$ cat src/rtl/wr_beat_seq.sv
// wr_beat_seq: splits one wide write request into narrow bus beats.
// Only windows with a non-zero byte-enable are issued, lowest address first,
// with one beat outstanding at a time and each beat waiting for its response.
// Per-beat errors are OR-ed and reported with the one-cycle o_done pulse.
module wr_beat_seq #(
  parameter int unsigned IN_P_DW_BYTES  = 3,
  parameter int unsigned OUT_P_DW_BYTES = 2,
  parameter int unsigned AW             = 32
) (
  input  logic                             clk,
  input  logic                             rst_n,
  input  logic                             i_req_vld,
  output logic                             o_req_rdy,
  input  logic [AW-1:0]                    i_req_addr,
  input  logic [(1<<IN_P_DW_BYTES)*8-1:0]  i_req_dat,
  input  logic [(1<<IN_P_DW_BYTES)-1:0]    i_req_be,
  output logic                             o_bus_vld,
  input  logic                             i_bus_rdy,
  output logic [AW-1:0]                    o_bus_addr,
  output logic [(1<<OUT_P_DW_BYTES)*8-1:0] o_bus_dat,
  output logic [(1<<OUT_P_DW_BYTES)-1:0]   o_bus_be,
  input  logic                             i_bus_bvld,
  input  logic                             i_bus_berr,
  output logic                             o_done,
  output logic                             o_err
);

  localparam int unsigned IN_DW  = (1 << IN_P_DW_BYTES) * 8;
  localparam int unsigned IN_BE  = 1 << IN_P_DW_BYTES;
  localparam int unsigned OUT_DW = (1 << OUT_P_DW_BYTES) * 8;
  localparam int unsigned OUT_BE = 1 << OUT_P_DW_BYTES;
  localparam int unsigned N      = 1 << (IN_P_DW_BYTES - OUT_P_DW_BYTES);
  localparam int unsigned IDXW   = (N > 1) ? $clog2(N) : 1;

  // Clears the offset-within-request bits of an address.
  localparam logic [AW-1:0] LINE_MASK = ~((AW'(1) << IN_P_DW_BYTES) - AW'(1));

  typedef enum logic [1:0] {
    S_IDLE,
    S_ISSUE,
    S_WAIT_RESP
  } state_t;

  state_t              r_state;
  logic                r_req_rdy;
  logic                r_bus_vld;
  logic [AW-1:0]       r_bus_addr;
  logic [OUT_DW-1:0]   r_bus_dat;
  logic [OUT_BE-1:0]   r_bus_be;
  logic                r_done;
  logic                r_err;

  logic [AW-1:0]       r_addr;
  logic [IN_DW-1:0]    r_dat;
  logic [IN_BE-1:0]    r_be;
  logic [IDXW-1:0]     r_idx;
  logic                r_acc;

  logic                w_first_found;
  logic [IDXW-1:0]     w_first_idx;
  logic                w_next_found;
  logic [IDXW-1:0]     w_next_idx;

  // One bit per window: set when that window has any byte enabled.
  function automatic logic [N-1:0] nz_map(input logic [IN_BE-1:0] be);
    logic [N-1:0] m;
    m = '0;
    for (int unsigned j = 0; j < N; j++) begin
      m[j] = |be[j*OUT_BE +: OUT_BE];
    end
    return m;
  endfunction

  // Lowest set window at or above start; MSB of the result is the found flag.
  function automatic logic [IDXW:0] find_win(input logic [N-1:0] m,
                                             input int unsigned start);
    logic            found;
    logic [IDXW-1:0] idx;
    found = 1'b0;
    idx   = '0;
    for (int unsigned j = 0; j < N; j++) begin
      if (!found && (j >= start) && m[j]) begin
        found = 1'b1;
        idx   = IDXW'(j);
      end
    end
    return {found, idx};
  endfunction

  // Window k of a wide data word, selected with constant slices only.
  function automatic logic [OUT_DW-1:0] win_dat(input logic [IN_DW-1:0] dat,
                                                input logic [IDXW-1:0]  k);
    logic [OUT_DW-1:0] res;
    res = '0;
    for (int unsigned j = 0; j < N; j++) begin
      if (IDXW'(j) == k) res = dat[j*OUT_DW +: OUT_DW];
    end
    return res;
  endfunction

  function automatic logic [OUT_BE-1:0] win_be(input logic [IN_BE-1:0] be,
                                               input logic [IDXW-1:0] k);
    logic [OUT_BE-1:0] res;
    res = '0;
    for (int unsigned j = 0; j < N; j++) begin
      if (IDXW'(j) == k) res = be[j*OUT_BE +: OUT_BE];
    end
    return res;
  endfunction

  // Request base with the window index placed above the beat offset.
  function automatic logic [AW-1:0] beat_addr(input logic [AW-1:0]   addr,
                                              input logic [IDXW-1:0] k);
    return (addr & LINE_MASK) | (AW'(k) << OUT_P_DW_BYTES);
  endfunction

  // First window of an incoming request, next window of the latched one.
  assign {w_first_found, w_first_idx} = find_win(nz_map(i_req_be), 32'd0);
  assign {w_next_found,  w_next_idx}  = find_win(nz_map(r_be), 32'(r_idx) + 32'd1);

  // Sequencer: accept, issue each enabled window, collect responses, report.
  always_ff @(posedge clk or negedge rst_n) begin
    if (!rst_n) begin
      r_state    <= S_IDLE;
      r_req_rdy  <= 1'b1;
      r_bus_vld  <= 1'b0;
      r_bus_addr <= '0;
      r_bus_dat  <= '0;
      r_bus_be   <= '0;
      r_done     <= 1'b0;
      r_err      <= 1'b0;
      r_addr     <= '0;
      r_dat      <= '0;
      r_be       <= '0;
      r_idx      <= '0;
      r_acc      <= 1'b0;
    end else begin
      r_done <= 1'b0;
      r_err  <= 1'b0;
      case (r_state)
        S_IDLE: begin
          if (i_req_vld && r_req_rdy) begin
            r_addr <= i_req_addr;
            r_dat  <= i_req_dat;
            r_be   <= i_req_be;
            r_acc  <= 1'b0;
            if (w_first_found) begin
              r_idx      <= w_first_idx;
              r_state    <= S_ISSUE;
              r_req_rdy  <= 1'b0;
              r_bus_vld  <= 1'b1;
              r_bus_addr <= beat_addr(i_req_addr, w_first_idx);
              r_bus_dat  <= win_dat(i_req_dat, w_first_idx);
              r_bus_be   <= win_be(i_req_be, w_first_idx);
            end else begin
              // Nothing enabled: complete immediately without a beat.
              r_done <= 1'b1;
            end
          end
        end
        S_ISSUE: begin
          if (i_bus_rdy) begin
            r_bus_vld <= 1'b0;
            r_state   <= S_WAIT_RESP;
          end
        end
        S_WAIT_RESP: begin
          if (i_bus_bvld) begin
            r_acc <= r_acc | i_bus_berr;
            if (w_next_found) begin
              r_idx      <= w_next_idx;
              r_state    <= S_ISSUE;
              r_bus_vld  <= 1'b1;
              r_bus_addr <= beat_addr(r_addr, w_next_idx);
              r_bus_dat  <= win_dat(r_dat, w_next_idx);
              r_bus_be   <= win_be(r_be, w_next_idx);
            end else begin
              r_state   <= S_IDLE;
              r_req_rdy <= 1'b1;
              r_done    <= 1'b1;
              r_err     <= r_acc | i_bus_berr;
            end
          end
        end
        default: begin
          r_state   <= S_IDLE;
          r_req_rdy <= 1'b1;
          r_bus_vld <= 1'b0;
        end
      endcase
    end
  end

  assign o_req_rdy  = r_req_rdy;
  assign o_bus_vld  = r_bus_vld;
  assign o_bus_addr = r_bus_addr;
  assign o_bus_dat  = r_bus_dat;
  assign o_bus_be   = r_bus_be;
  assign o_done     = r_done;
  assign o_err      = r_err;

endmodule

$ cat config.mk
export PLATFORM = sky130hd
export DESIGN_NAME = wr_beat_seq
export DESIGN_NICKNAME = d
export VERILOG_FILES = /design/src/rtl/wr_beat_seq.sv
export SDC_FILE = /design/constraint.sdc
export NUM_CORES = 1
export LEC_CHECK = 0
export CORE_MARGIN = 3
export CORE_UTILIZATION = 54
export DETAILED_ROUTE_END_ITERATION = 6
export GPL_ROUTABILITY_DRIVEN = 0
export HOLD_SLACK_MARGIN = 0.02
export PLACE_DENSITY = 0.82
export SLEW_MARGIN = 15
export SYNTH_ARGS = -nofsm -noshare
export SYNTH_HDL_FRONTEND = slang
export SYNTH_SLANG_ARGS = --single-unit
$ cat constraint.sdc
create_clock -name clk -period 4.7 [get_ports clk]
set_input_delay 0.94 -clock clk [delete_from_list [all_inputs] [get_ports clk]]
set_output_delay 0.94 -clock clk [all_outputs]
set_load 0.1 [all_outputs]
==> results.sh <==
export IMPL_grt_overflow_total=0
export IMPL_rsz0062_at_grt="no"
export IMPL_multi_input_area_sq_um=3327
export IMPL_cts_resized=0
export IMPL_post_route_period_util_pct=65.96
export IMPL_finalHoldViolations=0
export IMPL_grt_pass1_vias=7292
export IMPL_cts_root_buf="clkbuf_16"
export IMPL_crit_arrival_ns=3.35
export IMPL_grt_pass1_wl_mm=38.01
export IMPL_critical_path_required_ns=4.95
export IMPL_ys_top_cells_by_count="170 x dfrtp_1, 101 x mux2_2, 94 x nor3_1"
export IMPL_clkPwrFrac_pct=18.1
export IMPL_register_area_sq_um=4280
export IMPL_criticalPathCategory="in2reg"
export IMPL_detail_route_antenna_nets=0
export IMPL_switchingPower_mw=4.309
export IMPL_power_density_nw_per_um2=856.0
export IMPL_synth_area_leaders="dfrtp_1 54%, mux2_2 14%, nor3_1 6.0%"
export IMPL_ys_warn_count=0
export IMPL_fmax_mhz=322.6
export IMPL_cts_setup_buffers=0
export IMPL_fin_skew_ns=0.008826
export IMPL_cts_num_sinks=171
export IMPL_die_area_sq_um=16120
export IMPL_routed_wl_mm=24.05
export IMPL_fillerInstances=967
export IMPL_dpl_hpwl_mm=14.24
export IMPL_post_drt_wl_per_cell_microns=22.52
export IMPL_fin_tns_setup_ns=0
export IMPL_vias=6977
export IMPL_io_buffers=176
export IMPL_antenna_found_initial=1
export IMPL_synth_edff_count=0
export IMPL_drtPass1Iterations=5
export IMPL_synth_cells=738
export IMPL_clk_latency_ns=0.43
export IMPL_ctsHoldBuffers=0
export IMPL_synthArstFlopShare_pct=100.0
export IMPL_syn_area_per_cell_sq_um=10.70
export IMPL_cts_buffers=17
export IMPL_htreeDepth=4
export IMPL_die_y_microns=126.9
export IMPL_synth_most_common_cell="dfrtp_1"
export IMPL_seq_area_frac_synth_pct=54.19
export IMPL_sequentialPowerShare_pct=29.9
export IMPL_synth_top_cell_area_share_pct=53.86
export IMPL_timing_rr_start="r_be[4]"
export IMPL_synth_area_sq_um=7899
export IMPL_cellLeakagePower_nw=4.214
export IMPL_drv_cap=0
export IMPL_setup_viol=0
export IMPL_cp_startpoint="i_req_be[5]"
export IMPL_rows=43
export IMPL_critPathMaxFanout=35
export IMPL_yosysUniqueCellTypes=38
export IMPL_grt_use_total_pct=30.02
export IMPL_cts_max_path_buffers=2
export IMPL_areaGrowthSynthToFinish_pct=32.06
export IMPL_drt_iter0_markers=831
export IMPL_drc_errors=0
export IMPL_hp_class="in2async"
export IMPL_initial_core_util_pct=56.04
export IMPL_synth_seq_cells=171
export IMPL_grt_max_degree=118
export IMPL_synth_largest_area_cell="dfrtp_1"
export IMPL_drv_slew=0
export IMPL_routed_via_density=6.533
export IMPL_cts_tree="built"
export IMPL_tightest_slew_ns=1.075
export IMPL_fin_util_pct=74.00
export IMPL_worst_r2r_cell_count=5
export IMPL_status="finished clean"
export IMPL_p_int_mw=4.620
export IMPL_final_nets=984
export IMPL_coreArea_sq_um=14100
export IMPL_ir_drop_mv=0.6304
export IMPL_slew_headroom_pct=28.17
export IMPL_netSwitchingFraction_pct=48.26
export IMPL_fp_dieW_microns=126.9
export IMPL_end_kind="flop"
export IMPL_ys_flop_type="dfrtp_1"
export IMPL_reg2reg_slack_ns=1.70
export IMPL_critPathLaunchType="primary input"
export IMPL_drive_gt1_share_pct=18.04
export IMPL_combinationalPowerShare_pct=52.0
export IMPL_reg2reg_to="o_bus_be[3]"
export IMPL_holdWs_ns=0.4827
export IMPL_period_needed_ns=3.100
export IMPL_clkTransAtPathRegs_ns=0.06
export IMPL_num_io_pins=182
-- through the flow --
step	power, mW	instance area (sq um)	std cells	worst slack [ns]
global placement	7.101	9717	1034	1.353
global route	9.282	10430	1068	1.543
detailed placement	7.273	9717	1034	1.249
finish	8.929	10430	1068	1.600
CTS	8.920	10400	1066	1.628
floorplan	6.078	7903	739	2.276
-- placed cells by master, fill, tap and decap left out, types with 2 or more instances in the layout --
cell type	Yosys	routed
nor2_4	0	2
clkinvlp_4	0	2
conb_1	1	2
dfrtp_1	170	170
clkbuf_8	0	3
nand2_1	62	61
or4_1	2	2
nor2_1	4	2
bufinv_16	0	6
a21oi_1	5	5
buf_4	3	12
mux2_2	101	101
clkinv_2	0	2
a31oi_1	30	30
nor3_1	94	93
a211oi_1	2	2
o21ai_0	39	39
clkbuf_16	0	17
inv_1	3	3
clkdlybuf4s50_1	0	175
nor4_4	1	2
nand3_1	69	69
o41ai_1	32	32
and3_1	32	32
-- logic make-up after synthesis --
| kind of cell | synth area share [%] |
|---|---|
| mux | 14.40 |
| simple gates | 17.27 |
| buf+inv | 4.277 |
| compound gates | 9.821 |
| flops | 54.19 |
| other cells | 0.04748 |
-- worst max-delay path by stage --
stage | to | slack [ns]
2_1_floorplan | o_bus_dat[0] | 2.28
3_3_place_gp | o_bus_dat[27] | 1.35
3_5_place_dp | o_bus_dat[10] | 1.25
4_1_cts | o_bus_addr[2] | 1.63
5_1_grt | o_bus_be[1] | 1.54
6_report | o_bus_dat[11] | 1.60
-- power groups by stage --
stage,sequential [mW],clock (mW),combinational (mW)
after floorplan,4.53,0,1.55
after global placement,2.60,0,4.50
after detailed placement,2.66,0,4.61
after CTS,2.66,1.62,4.65
after global routing,2.75,1.70,4.84
final,2.67,1.61,4.64
-- cell type report --
type / instances / share of cell area [%]
tap: 180 / 2.159
inverter: 3 / 0.1080
antenna: 1 / 0.02399
multi-input combinational: 491 / 31.89
sequential: 171 / 41.03
timing repair buffer: 190 / 18.22
clock buffer: 21 / 4.510
clock inverter: 11 / 2.051
-- sequential cells by signal, indices dropped and copies added, names as in the netlist --
register and cells:
o_bus_addr 30, o_bus_be 4, o_bus_dat 32, o_bus_vld 1, o_done 1, o_err 1, o_req_rdy 1, r_acc 1
r_addr 29, r_be 5, r_dat 64, r_state 2
-- worst max-delay path, stage by stage --
cell and delay [ns]:
clkdlybuf4s50_1 0.52, nor4_4 0.36, a21boi_2 0.09, buf_4 0.26, nor2_4 0.87, o41ai_1 0.27
-- per-layer routing --
layer	GRT usage, %	wire, microns
met5	0	0
met4	13.69	835
met3	7.326	2054
met2	49.16	12050
met1	37.86	9111
Power figures use the tool's default switching activity.
